==> src/rtl/bcd_timer_ud_n_pkg.sv <==
// bcd_timer_ud_n_pkg: shared constants and helpers for the BCD up/down timer.
package bcd_timer_ud_n_pkg;
   localparam logic [3:0] BCD_MAX = 4'd9;
   localparam int INNER_MOD = 60;
   function automatic int presc_width(input int ticks);
      return (ticks > 1) ? $clog2(ticks) : 1;
   endfunction
   function automatic logic [7:0] to_bcd(input int v);
      return {4'(v / 10), 4'(v % 10)};
   endfunction
   // Packed BCD compares correctly once both digits are known to be <= 9
   function automatic logic [7:0] clamp_stage(input logic [7:0] v, input int modulus);
      logic [7:0] top;
      top = to_bcd(modulus - 1);
      return (v[7:4] > BCD_MAX || v[3:0] > BCD_MAX || v > top) ? top : v;
   endfunction
endpackage

==> src/rtl/bcd_timer_ud_n_if.sv <==
// bcd_timer_ud_n_if: control and display bundle between a timer user and the timer.
interface bcd_timer_ud_n_if #(parameter int STAGES = 3) ();
   logic enable, dir, load, step_up, step_dn;
   logic [8*STAGES-1:0] load_value, bcd_out;
   logic tick_out, zero, wrap_p, done_p;
   modport master (
      output enable, dir, load, load_value, step_up, step_dn,
      input bcd_out, tick_out, zero, wrap_p, done_p
   );
   modport slave (
      input enable, dir, load, load_value, step_up, step_dn,
      output bcd_out, tick_out, zero, wrap_p, done_p
   );
endinterface

==> src/rtl/bcd_timer_ud_n_stage.sv <==
// bcd_stage_ud: one two-digit BCD stage counting modulo MOD with carry/borrow out.
module bcd_stage_ud
   import bcd_timer_ud_n_pkg::*;
#(
   parameter int MOD = 60
) (
   input  logic       clk,
   input  logic       rst_n,
   input  logic       inc_i,
   input  logic       dec_i,
   input  logic       load_i,
   input  logic [7:0] load_val_i,
   output logic [7:0] val_o,
   output logic       is_max_o,
   output logic       is_zero_o,
   output logic       carry_o,
   output logic       borrow_o
);
   localparam logic [7:0] MAX_V = to_bcd(MOD - 1);
   logic [7:0] val_q, val_d, inc_v, dec_v;
   always_comb begin
      inc_v = is_max_o ? 8'h00 : (val_q[3:0] == BCD_MAX) ? {val_q[7:4] + 4'd1, 4'd0} : val_q + 8'd1;
      dec_v = is_zero_o ? MAX_V : (val_q[3:0] == 4'd0) ? {val_q[7:4] - 4'd1, BCD_MAX} : val_q - 8'd1;
      val_d = load_i ? clamp_stage(load_val_i, MOD) : inc_i ? inc_v : dec_i ? dec_v : val_q;
   end
   always_ff @(posedge clk or negedge rst_n) begin
      if (!rst_n) val_q <= '0;
      else val_q <= val_d;
   end
   assign val_o = val_q;
   assign is_max_o = val_q == MAX_V;
   assign is_zero_o = val_q == 8'h00;
   assign carry_o = inc_i && is_max_o;
   assign borrow_o = dec_i && is_zero_o;
endmodule

==> src/rtl/bcd_timer_ud_n.sv <==
// bcd_timer_ud_n: prescaled multi-stage BCD up/down timer with load clamp, manual steps and flags.
module bcd_timer_ud_n
   import bcd_timer_ud_n_pkg::*;
#(
   parameter int CLK_MHZ = 125,
   parameter int TICK_US = 1000000,
   parameter int STAGES  = 3,
   parameter int TOP_MOD = 24
) (
   input logic clk,
   input logic reset_n,
   bcd_timer_ud_n_if.slave bus
);
   localparam int TICKS = CLK_MHZ * TICK_US;
   localparam int PW = presc_width(TICKS);
   localparam logic [PW-1:0] PRESC_T = PW'(TICKS - 1);
   logic [PW-1:0] presc_q, presc_d;
   logic tick_q, wrap_q, done_q, tick_d, wrap_d, done_d;
   logic tick, step_ok, inc0, dec0, all_zero;
   logic [STAGES:0] inc_c, dec_c;
   logic [STAGES-1:0] is_max, is_zero;
   logic [8*STAGES-1:0] bcd;
   logic [1:0] unused_chain_out;
   assign inc_c[0] = inc0;
   assign dec_c[0] = dec0;
   assign unused_chain_out = {inc_c[STAGES], dec_c[STAGES]};
   for (genvar s = 0; s < STAGES; s++) begin : g_stage
      bcd_stage_ud #(.MOD((s == STAGES - 1) ? TOP_MOD : INNER_MOD)) u_stage (
         .clk       (clk),
         .rst_n     (reset_n),
         .inc_i     (inc_c[s]),
         .dec_i     (dec_c[s]),
         .load_i    (bus.load),
         .load_val_i(bus.load_value[8*s +: 8]),
         .val_o     (bcd[8*s +: 8]),
         .is_max_o  (is_max[s]),
         .is_zero_o (is_zero[s]),
         .carry_o   (inc_c[s+1]),
         .borrow_o  (dec_c[s+1])
      );
   end
   // Steps only exist while paused and ticks only while running, so they never collide
   always_comb begin
      tick = bus.enable && presc_q == PRESC_T;
      step_ok = !bus.enable && (bus.step_up ^ bus.step_dn);
      all_zero = &is_zero;
      inc0 = !bus.load && ((step_ok && bus.step_up) || (tick && bus.dir));
      dec0 = !bus.load && ((step_ok && bus.step_dn) || (tick && !bus.dir && !all_zero));
      presc_d = (bus.load || tick) ? '0 : bus.enable ? presc_q + PW'(1) : presc_q;
      tick_d = tick && !bus.load;
      wrap_d = tick_d && bus.dir && &is_max;
      done_d = dec0 && bus.enable && bcd == (8*STAGES)'(1);
   end
   always_ff @(posedge clk or negedge reset_n) begin
      if (!reset_n) begin
         presc_q <= '0;
         tick_q <= 1'b0;
         wrap_q <= 1'b0;
         done_q <= 1'b0;
      end else begin
         presc_q <= presc_d;
         tick_q <= tick_d;
         wrap_q <= wrap_d;
         done_q <= done_d;
      end
   end
   assign bus.bcd_out = bcd;
   assign bus.zero = all_zero;
   assign bus.tick_out = tick_q;
   assign bus.wrap_p = wrap_q;
   assign bus.done_p = done_q;
endmodule

==> src/flat_wrapper.sv <==
// flat-port wrapper written by rule: the top's interface ports become plain ports
module bcd_timer_ud_n_flat import bcd_timer_ud_n_pkg::*;
#(
   parameter int CLK_MHZ = 125,
   parameter int TICK_US = 1000000,
   parameter int STAGES  = 3,
   parameter int TOP_MOD = 24
)
  (clk, reset_n, bus_enable, bus_dir, bus_load, bus_load_value, bus_step_up, bus_step_dn, bus_bcd_out, bus_tick_out, bus_zero, bus_wrap_p, bus_done_p);
  bcd_timer_ud_n_if #(.STAGES(STAGES)) bus_i ();
  input logic clk;
  input logic reset_n;
  input wire logic [$bits(bus_i.enable)-1:0] bus_enable;
  input wire logic [$bits(bus_i.dir)-1:0] bus_dir;
  input wire logic [$bits(bus_i.load)-1:0] bus_load;
  input wire logic [$bits(bus_i.load_value)-1:0] bus_load_value;
  input wire logic [$bits(bus_i.step_up)-1:0] bus_step_up;
  input wire logic [$bits(bus_i.step_dn)-1:0] bus_step_dn;
  output wire logic [$bits(bus_i.bcd_out)-1:0] bus_bcd_out;
  output wire logic [$bits(bus_i.tick_out)-1:0] bus_tick_out;
  output wire logic [$bits(bus_i.zero)-1:0] bus_zero;
  output wire logic [$bits(bus_i.wrap_p)-1:0] bus_wrap_p;
  output wire logic [$bits(bus_i.done_p)-1:0] bus_done_p;
  assign bus_i.enable = bus_enable;
  assign bus_i.dir = bus_dir;
  assign bus_i.load = bus_load;
  assign bus_i.load_value = bus_load_value;
  assign bus_i.step_up = bus_step_up;
  assign bus_i.step_dn = bus_step_dn;
  assign bus_bcd_out = bus_i.bcd_out;
  assign bus_tick_out = bus_i.tick_out;
  assign bus_zero = bus_i.zero;
  assign bus_wrap_p = bus_i.wrap_p;
  assign bus_done_p = bus_i.done_p;
  bcd_timer_ud_n #(.CLK_MHZ(CLK_MHZ), .TICK_US(TICK_US), .STAGES(STAGES), .TOP_MOD(TOP_MOD)) u_core (.clk(clk), .reset_n(reset_n), .bus(bus_i));
endmodule
==> config.mk <==
export PLATFORM = sky130hd
export DESIGN_NAME = bcd_timer_ud_n_flat
export DESIGN_NICKNAME = d
export VERILOG_FILES = /design/src/rtl/bcd_timer_ud_n_pkg.sv /design/src/rtl/bcd_timer_ud_n_if.sv /design/src/rtl/bcd_timer_ud_n_stage.sv /design/src/rtl/bcd_timer_ud_n.sv /design/src/flat_wrapper.sv
export SDC_FILE = /design/constraint.sdc
export NUM_CORES = 1
export LEC_CHECK = 0
export ABC_AREA = 0
export ABC_CLOCK_PERIOD_IN_PS = 3400
export CAP_MARGIN = 20
export CORE_UTILIZATION = 56
export CTS_CLUSTER_SIZE = 10
export DETAILED_ROUTE_END_ITERATION = 7
export PLACE_DENSITY = 0.87
export SLEW_MARGIN = 5
export SYNTH_ARGS = -nofsm -noshare
export SYNTH_HDL_FRONTEND = slang
export SYNTH_SLANG_ARGS = --single-unit
==> constraint.sdc <==
create_clock -name clk -period 3.4 [get_ports clk]
set_input_delay 0.34 -clock clk [delete_from_list [all_inputs] [get_ports clk]]
set_output_delay 0.34 -clock clk [all_outputs]
set_load 0.01 [all_outputs]
-- Yosys cells after proc, flatten, opt, wreduce, memory -nomap -nowiden
Cells that the tools add are included.
- magnitude comparators: 9
- reduce and logical (&&, ||, !) cells: 43
- eq/ne operators: 8
- bitwise logic cells: 1
- multiplexer cells: 26
- $add $sub $neg: 13
- operators by type and width (operator ; count):
    $mux W8 ; 24
    $mux W27 ; 2
    $add A27 B1 Y27 const B ; 1
    $eq A27 B27 Y1 const B ; 1
    $add A8 B1 Y8 const B ; 3
    $eq A24 B1 Y1 const B ; 1
    $gt A4 B4 Y1 const B ; 6
    $logic_not A8 Y1 ; 3
    $sub A8 B1 Y8 const B ; 3
    $logic_and A1 B1 Y1 ; 18
    $eq A8 B7 Y1 const B ; 2
    $gt A8 B7 Y1 const B ; 2
    $add A4 B1 Y4 const B ; 3
    $eq A4 B4 Y1 const B ; 3
    $logic_not A4 Y1 ; 3
    $sub A4 B1 Y4 const B ; 3
    $logic_or A1 B1 Y1 ; 9
    $reduce_bool A3 Y1 ; 3
    $eq A8 B6 Y1 const B ; 1
    $gt A8 B6 Y1 const B ; 1
    $reduce_and A3 Y1 ; 2
    $logic_not A1 Y1 ; 4
    $reduce_bool A2 Y1 ; 1
    $xor A1 B1 Y1 ; 1
- output and inout port bits: 28
- register bits: 54

-- Depth between registers and ports, before layout
Gate-level depths: netlist of run 1.
- depth in word-level cells: 11
- depth in mapped cells: 10
- mapped depth without buffers: 9

-- By module
A second synthesis of run 1 with hierarchy kept.
- cells, all modules: 554
- area total of the unflattened synthesis: 4590.7 µm²
- modules (own cells, without submodules) (module ; sequential area each (µm²) ; instances ; area each (µm²) ; cells each):
    bcd_stage_ud (u_core.g_stage[0].u_stage ...) ; 200.2 ; 2 ; 973.4 ; 129
    bcd_timer_ud_n ; 750.7 ; 1 ; 1677.9 ; 180
    bcd_stage_ud (u_core.g_stage[2].u_stage) ; 200.2 ; 1 ; 965.9 ; 116

-- Worst setup path before layout of run 1
Ideal clock, no wire load.
- path kind: reg-to-reg
- start point: register u_core.g_stage[0].u_stage.val_q[5]
- end point: register u_core.g_stage[2].u_stage.val_q[5]
- setup slack: 0.563 ns
- period minus slack after synthesis: 2.837 ns
- library setup time: 0.126 ns
- cell stages (with the launch flop): 10
- arrival: 2.711 ns
- path through: dfrtp_1 inv_1 ha_1 nor3b_1 nand3_1 or4_1 o21ai_0 mux2i_1 nor2_1 o32a_1
- word-level cells in the longest chain between the ends: 9
- ends and longest elaborated chain (element ; line ; source):
    start: declaration ; bcd_timer_ud_n_stage.sv:20 ; logic [7:0] val_q, val_d, inc_v, dec_v;
    start signal: assignment ; bcd_timer_ud_n_stage.sv:28 ; else val_q <= val_d;
    $logic_not A8 Y1 ; bcd_timer_ud_n_stage.sv:32 ; assign is_zero_o = val_q == 8'h00;
    $reduce_and A3 Y1 ; bcd_timer_ud_n.sv:46 ; all_zero = &is_zero;
    $logic_not A1 Y1 ; bcd_timer_ud_n.sv:48 ; dec0 = !bus.load && ((step_ok && bus.step_dn) || (tick && !bus.dir && !all_zero));
    $logic_and A1 B1 Y1 ; bcd_timer_ud_n.sv:48 ;
    $logic_or A1 B1 Y1 ; bcd_timer_ud_n.sv:48 ;
    $logic_and A1 B1 Y1 ; bcd_timer_ud_n.sv:48 ;
    $logic_and A1 B1 Y1 (2 in series) ; bcd_timer_ud_n_stage.sv:34 ; assign borrow_o = dec_i && is_zero_o;
    $reduce_bool A3 Y1 (no line) ; -- ;
    end signal: assignment ; bcd_timer_ud_n_stage.sv:28 ;
    end: declaration ; bcd_timer_ud_n_stage.sv:20 ;
Several ways; a longest one is shown, not always the timed one.
A chain may end at the register's enable or synchronous reset.

-- Final worst setup path of run 1
- start point: register u_core.g_stage[2].u_stage.val_q[1]
- end point: output bus_zero
- word-level cells in the longest chain between the ends: 2
- ends and longest elaborated chain (element ; line ; source):
    $logic_not A8 Y1 ; bcd_timer_ud_n_stage.sv:32 ;
    $reduce_and A3 Y1 ; bcd_timer_ud_n.sv:46 ;
    end: declaration ; flat_wrapper.sv:21 ; output wire logic [$bits(bus_i.zero)-1:0] bus_zero;
No other way between the ends.

==> results of run 1 <==
[synthesized netlist by cell type (all sizes together), types with 5 or more instances]
| cell | instances | area, um^2 |
|---|---|---|
| a21oi | 32 | 160 |
| nor4 | 7 | 58.8 |
| nor2 | 69 | 259 |
| o31ai | 6 | 45.0 |
| a211oi | 8 | 65.1 |
| or4 | 5 | 41.3 |
| o21ai | 36 | 188 |
| nor3 | 14 | 70.1 |
| clkbuf | 22 | 82.6 |
| nand3 | 17 | 85.1 |
| xnor2 | 17 | 149 |
| ha | 23 | 288 |
| and3 | 8 | 50.1 |
| dfrtp | 54 | 1350 |
| inv | 20 | 75.1 |
| a31oi | 8 | 50.1 |
| o211ai | 5 | 37.5 |
| nand4 | 17 | 106 |
| and2 | 5 | 31.3 |
| nand2 | 47 | 176 |
| xor2 | 17 | 149 |
| mux2i | 6 | 60.1 |
| nand2b | 9 | 56.3 |
| or3 | 6 | 37.5 |
[state kept, by name, indices dropped and copies added (netlist names)]
name / count
u_core.g_stage.u_stage.val_o: 24
u_core.bus.wrap_p: 1
u_core.bus.done_p: 1
u_core.presc_q: 27
u_core.bus.tick_out: 1
[power by group]
group	leakage, nW	total, mW	internal [mW]	switching (mW)
combinational	1.34	0.624	0.282	0.342
sequential	0.705	0.766	0.682	0.0834
clock	0.0591	0.467	0.225	0.241
total	2.11	1.86	1.19	0.667
[routing by layer]
| layer | track usage (%) | wire [um] |
|---|---|---|
| met5 | 0 | 0 |
| met3 | 4.82 | 1100 |
| met2 | 50.4 | 5840 |
| met4 | 10.2 | 172 |
| met1 | 41.8 | 5180 |
[worst reg2reg max path, cell delays in order (launching register included)]
cell and delay [ps]:
dfrtp_1 490, inv_1 140, ha_1 250, or3b_4 440, or2_2 370, nor2_1 170, o31ai_1 110, a211oi_1 850
a22oi_1 220
[worst max-delay path by stage]
stage	startpoint	endpoint	slack, ps	cells after the start
2_1_floorplan	u_core.g_stage[0].u_stage.val_o[5]	u_core.g_stage[2].u_stage.val_o[5]	560	9
3_3_place_gp	bus_enable	u_core.g_stage[1].u_stage.val_o[4]	240	8
3_5_place_dp	bus_enable	u_core.g_stage[1].u_stage.val_o[4]	150	8
4_1_cts	u_core.g_stage[2].u_stage.val_o[1]	bus_zero	80	7
5_1_grt	u_core.g_stage[2].u_stage.val_o[1]	bus_zero	-10	7
6_report	u_core.g_stage[2].u_stage.val_o[1]	bus_zero	120	7
[final cells by class]
class	instances	area [um^2]	share of cell area [%]
multi-input combinational	439	2830	53.7
inverter	20	75.1	1.43
timing repair buffer	84	771	14.6
tap	99	124	2.35
clock buffer	5	68.8	1.31
clock inverter	3	47.5	0.903
sequential	54	1350	25.7
[timing repair]
item / in CTS / in global routing
hold buffers: 0 / 0
setup endpoints to repair: 0 / 3
gates resized for setup: 0 / 1
hold endpoints to repair: 0 / 0
[cells by family after synthesis]
family                     after synthesis
adders and majority gates               23
xor gates and xnor gates                34
and+or+nand+nor                        233
DFF                                     54
AOI/OAI and AO/OA                      143
buffers and inverters                   44
muxes                                    6
[stage by stage]
step                      instances  hold slack, ps  util [%]
after floorplan                 537            44.4         -
after global placement          696             362      69.8
after detailed placement        696             362      69.8
after CTS                       704            10.7      71.4
after global routing            704            42.2      71.4
final                           704           -2.37      71.4
==> summary.txt, run 1 <==
Outcome
  – Run status: complete, but fails checks
  – Violations in the final reports: hold timing

Finish
  – Most common cell after layout, fill and taps aside: nor2_1
  – Share of layout cells above drive strength 1: 8.43%
  – Area growth syn-to-layout: 21.1%
  – Final instance area: 5270 um^2
  – Commonest non-fill, non-tap cells in the layout: nor2_1 (69), clkdlybuf4s50_1 (57), dfrtp_1 (54)
  – ANT cells: 0
  – Fill cells: 588
  – Layout net count: 658

Logic synthesis
  – Seq/Total Area, Yosys: 31.1%
  – Number of synthesized flops with an enable pin: 0
  – Post-synthesis mux area share: 1.38%
  – Ys Warns: 0
  – Post-Synthesis Cells: 537
  – Post-Syn Area: 4350 um^2
  – Most common flop cell mapped by yosys: dfrtp_1
  – Mapped Nets: 591
  – Post-Synth Adder-Cell Area: 6.62%
  – Average size of a mapped cell: 8.10 um^2
  – Post-Synth Simple-Gate Area: 27.8%
  – Async S/R FF share, synth: 100%
  – Main combinational cell family by area after synthesis: simple AND/OR/NAND/NOR gates
  – Cell variety after synth: 71
  – Compound-Gate Fraction of Synth Area: 22.3%
  – Seq cells post-synth: 54
  – Xor and xnor fraction of the mapped netlist area: 6.85%

Critical path
  – Crit start category: flop
  – CP endpoint kind: output port
  – R2R Path End: u_core.g_stage[1].u_stage.val_o[1]
  – Top delay family on crit path: simple AND/OR/NAND/NOR gates
  – R2r startpoint: u_core.g_stage[2].u_stage.val_o[1]
  – WP buf/inv: 3
  – Arrival @ worst endpoint: 2940 ps
  – Worst path slowest cell: clkdlybuf4s50_1
  – Slowest stage delay, CP: 530 ps
  – Worst-path fanout max: 9
  – Req. time, crit path: 3060 ps
  – R2R cell count: 8
  – Reg2reg setup slack: 200 ps
  – Cell Chain, Critical Path: inv_1 > ha_1 > or3b_4 > or2_2 > nor3_1 > buf_4 > clkdlybuf4s50_1
  – Setup CP Type: flop to output port

Floorplanning
  – Core Box Area: 7370 um^2
  – Initial Util: 59.0%
  – Chip height: 90.1 um
  – IO Pins: 59
  – Cell Rows: 31
  – Chip Width: 90.1 um
  – Die ar.: 8120 um^2

Clock tree
  – Clock transition at path regs: 110 ps
  – H-tree depth: 2
  – CTS tree: done
  – Postcts setup bufs: 0
  – Root Driver: clkbuf_8
  – Clk_lat worst skew: 320 ps
  – CTS Sinks: 54
  – Cts bufs inserted: 5
  – Clock buffer depth: 2

Place
  – Post-DP HPWL: 9070 um
  – Port Buffers: 58
  – RePlAce Congestion: 0.966
  – Setup WS pre-CTS: 145 ps
  – Placed instance area: 5150 um^2

STA
  – Tightest Pin Transition: 999 ps
  – Final setup violation count: 0
  – Tmin final: 3280 ps
  – Fmax: 0.305 GHz
  – Worst Skew: 11.9 ps
  – WHS: -2.37 ps
  – Pins Over Slew Limit: 0
  – Fin. Hold Viols: 2
  – Final period util: 96.4%
  – Final Worst Setup Slack: 122 ps
  – Normalized max-slew margin: 33.0%
  – TNS Setup: 0 ps

Global routing
  – Pin count of the biggest net entering global routing: 34
  – Initial antenna violation count: 0
  – Vias in the first global route: 4344
  – First-pass GRT wire length: 20800 um
  – GRT Overall Usage: 30.9%
  – GRT overflow: 0

Routing
  – Post-DRT Antenna Nets: 0
  – Vias: 4548
  – Via/cell ratio: 6.46
  – Initial DRT Pass Iterations: 5
  – Routed Wire Length: 12300 um
  – 1st-iter DRT viols: 338
  – Average wire per standard cell: 17.5 um
  – DRC viols: 0

Flow run
  – Max cap viols: 0

Power
  – Power, Total: 1.86 mW
  – VDD IR max: 260 uV
  – Leak: 2.11 nW
  – Power Density: 352 nW/um^2

Worst hold path
  – Worst hold path type: input port to asynchronous set/reset pin
Note: power is estimated with default switching activity, not from simulation.
==> run 2: changes to the inputs <==
--- a/config.mk
+++ b/config.mk
@@ -6,7 +6,6 @@
 export NUM_CORES = 1
 export LEC_CHECK = 0
 export ABC_AREA = 0
-export ABC_CLOCK_PERIOD_IN_PS = 3400
 export CAP_MARGIN = 20
 export CORE_UTILIZATION = 56
 export CTS_CLUSTER_SIZE = 10
==> constraint.sdc (replaced) <==
create_clock -name clk -period 3.6 [get_ports clk]
set_input_delay 0.36 -clock clk [delete_from_list [all_inputs] [get_ports clk]]
set_output_delay 0.36 -clock clk [all_outputs]
set_load 0.01 [all_outputs]
==> summary.txt, run 2 (synthesis gave the netlist of run 1 again) <==
Finish
  – Max reg flops: 27
  – Share of layout cells above drive strength 1: 6.72%
  – Fill cells: 583
  – Post-Layout Cell Count: 694
  – Area growth syn-to-layout: 19.7%
  – Commonest non-fill, non-tap cells in the layout: nor2_1 (69), clkdlybuf4s50_1 (57), dfrtp_1 (54)
  – Top reg by flops: u_core.presc_q
  – ANT cells: 0
  – Most common cell after layout, fill and taps aside: nor2_1
  – Layout net count: 649

Flow run
  – Max cap viols: 0

Routing
  – Average wire per standard cell: 18.0 um
  – DRC viols: 0
  – 1st-iter DRT viols: 310
  – Routed Wire Length: 12500 um
  – Vias: 4558
  – Initial DRT Pass Iterations: 5
  – Via/cell ratio: 6.57
  – Post-DRT Antenna Nets: 0

Clock tree
  – Postcts setup bufs: 0
  – Post-CTS Hold Buffers: 0
  – Cts bufs inserted: 5
  – CTS Sinks: 54
  – Clock transition at path regs: 110 ps
  – H-tree depth: 2
  – Clock buffer depth: 2
  – Clk_lat worst skew: 320 ps
  – CTS tree: done
  – PostCTS Resize Cnt: 0
  – Root Driver: clkbuf_8

Critical path
  – Worst path slowest cell: clkdlybuf4s50_1
  – Cell Chain, Critical Path: inv_1 > ha_1 > or3b_1 > or2_2 > nor3_1 > buf_4 > clkdlybuf4s50_1
  – Setup CP Type: flop to output port
  – Slowest stage delay, CP: 540 ps
  – Worst-path fanout max: 9
  – Crit start category: flop
  – Arrival @ worst endpoint: 3050 ps
  – CP endpoint kind: output port
  – Req. time, crit path: 3240 ps

Global routing
  – Initial antenna violation count: 0
  – Pin count of the biggest net entering global routing: 47
  – GRT overflow: 0
  – First-pass GRT wire length: 20900 um
  – Vias in the first global route: 4345
  – GRT Overall Usage: 31.2%

STA
  – Worst Skew: 10.2 ps
  – Pins Over Slew Limit: 0
  – Fin. Hold Viols: 0
  – Normalized max-slew margin: 37.0%
  – Fmax: 0.293 GHz
  – Final setup violation count: 0
  – Final Worst Setup Slack: 189 ps
  – Tmin final: 3410 ps
  – TNS Setup: 0 ps
  – RSZ-0062 raised after global routing: no
  – Final period util: 94.7%
  – Tightest Pin Transition: 940 ps

Place
  – Port Buffers: 58
  – RePlAce Congestion: 0.981
  – Dpl cells: 686
  – Post-DP HPWL: 9000 um
  – Setup WS pre-CTS: 225 ps

Power
  – Leak: 2.06 nW
  – Power Density: 332 nW/um^2
  – Power, Total: 1.73 mW
  – VDD IR max: 200 uV

Floorplanning
  – Chip Width: 90.1 um
  – Cell Rows: 31
  – IO Pins: 59
  – Core Box Area: 7370 um^2
  – Initial Util: 59.0%
  – Die ar.: 8120 um^2
  – Chip height: 90.1 um

Worst hold path
  – Worst hold path type: input port to asynchronous set/reset pin

Outcome
  – Run status: finished clean
## run 2: cell type report
| class | instances | area [um^2] | area share (%) |
|---|---|---|---|
| repair buffers | 75 | 723 | 13.9 |
| well taps | 99 | 124 | 2.38 |
| flip-flops and latches | 54 | 1350 | 26.0 |
| multi-input cells | 439 | 2830 | 54.3 |
| inverters | 20 | 75.1 | 1.44 |
| clock buffers | 5 | 68.8 | 1.32 |
| clock inverters | 2 | 38.8 | 0.745 |
## run 2: path summary, 6_finish.rpt
check / slack, ps / startpoint / cells past startpoint / to
max reg2reg: 360 / u_core.g_stage[2].u_stage.val_o[0] / 8 / u_core.g_stage[1].u_stage.val_o[2]
min in group clk: 540 / u_core.g_stage[2].u_stage.val_o[7] / 1 / u_core.g_stage[2].u_stage.val_o[7]
max in group asynchronous: 2940 / reset_n / 2 / u_core.g_stage[0].u_stage.val_o[4]
max: 190 / u_core.g_stage[2].u_stage.val_o[0] / 7 / bus_zero
min reg2reg: 540 / u_core.g_stage[2].u_stage.val_o[7] / 1 / u_core.g_stage[2].u_stage.val_o[7]
min: 50 / reset_n / 1 / u_core.g_stage[2].u_stage.val_o[3]
## run 2: routing by layer
metal  up-vias  wire length [um]  track usage (%)
met4         0               223             9.81
met2       264              5990             51.3
li1       2086                 -                -
met3        28              1100             3.81
met5         -                 0                0
met1      2180              5180             42.8
## run 2: stage by stage
stage / instance area (um^2) / hold WS [ps] / util (%)
after floorplan: 4350 / 64.4 / -
after global placement: 5070 / 518 / 68.8
after detailed placement: 5070 / 530 / 68.8
after CTS: 5180 / 273 / 70.3
after global routing: 5210 / 91.7 / 70.6
final: 5210 / 46.1 / 70.6
## run 2: power breakdown
| part | internal [mW] | switching, mW |
|---|---|---|
| sequential | 0.644 | 0.0916 |
| combinational | 0.260 | 0.310 |
| clock | 0.205 | 0.216 |
| total | 1.11 | 0.617 |
## run 2: worst max-delay path: cells and delay by family (launching register included)
kind                     cells  cell delay (ps)
flip-flops                   1              500
buffers and inverters        3              900
AND/OR/NAND/NOR              3             1090
adder cells (fa/ha/maj)      1              250
==> run 3: changes to the inputs <==
--- a/config.mk
+++ b/config.mk
@@ -11,6 +11,7 @@
 export CTS_CLUSTER_SIZE = 10
 export DETAILED_ROUTE_END_ITERATION = 7
 export PLACE_DENSITY = 0.87
+export SKIP_LAST_GASP = 1
 export SLEW_MARGIN = 5
 export SYNTH_ARGS = -nofsm -noshare
 export SYNTH_HDL_FRONTEND = slang
==> results of run 3 <==
Final layout, timing and power as in run 2 (identical DEF).
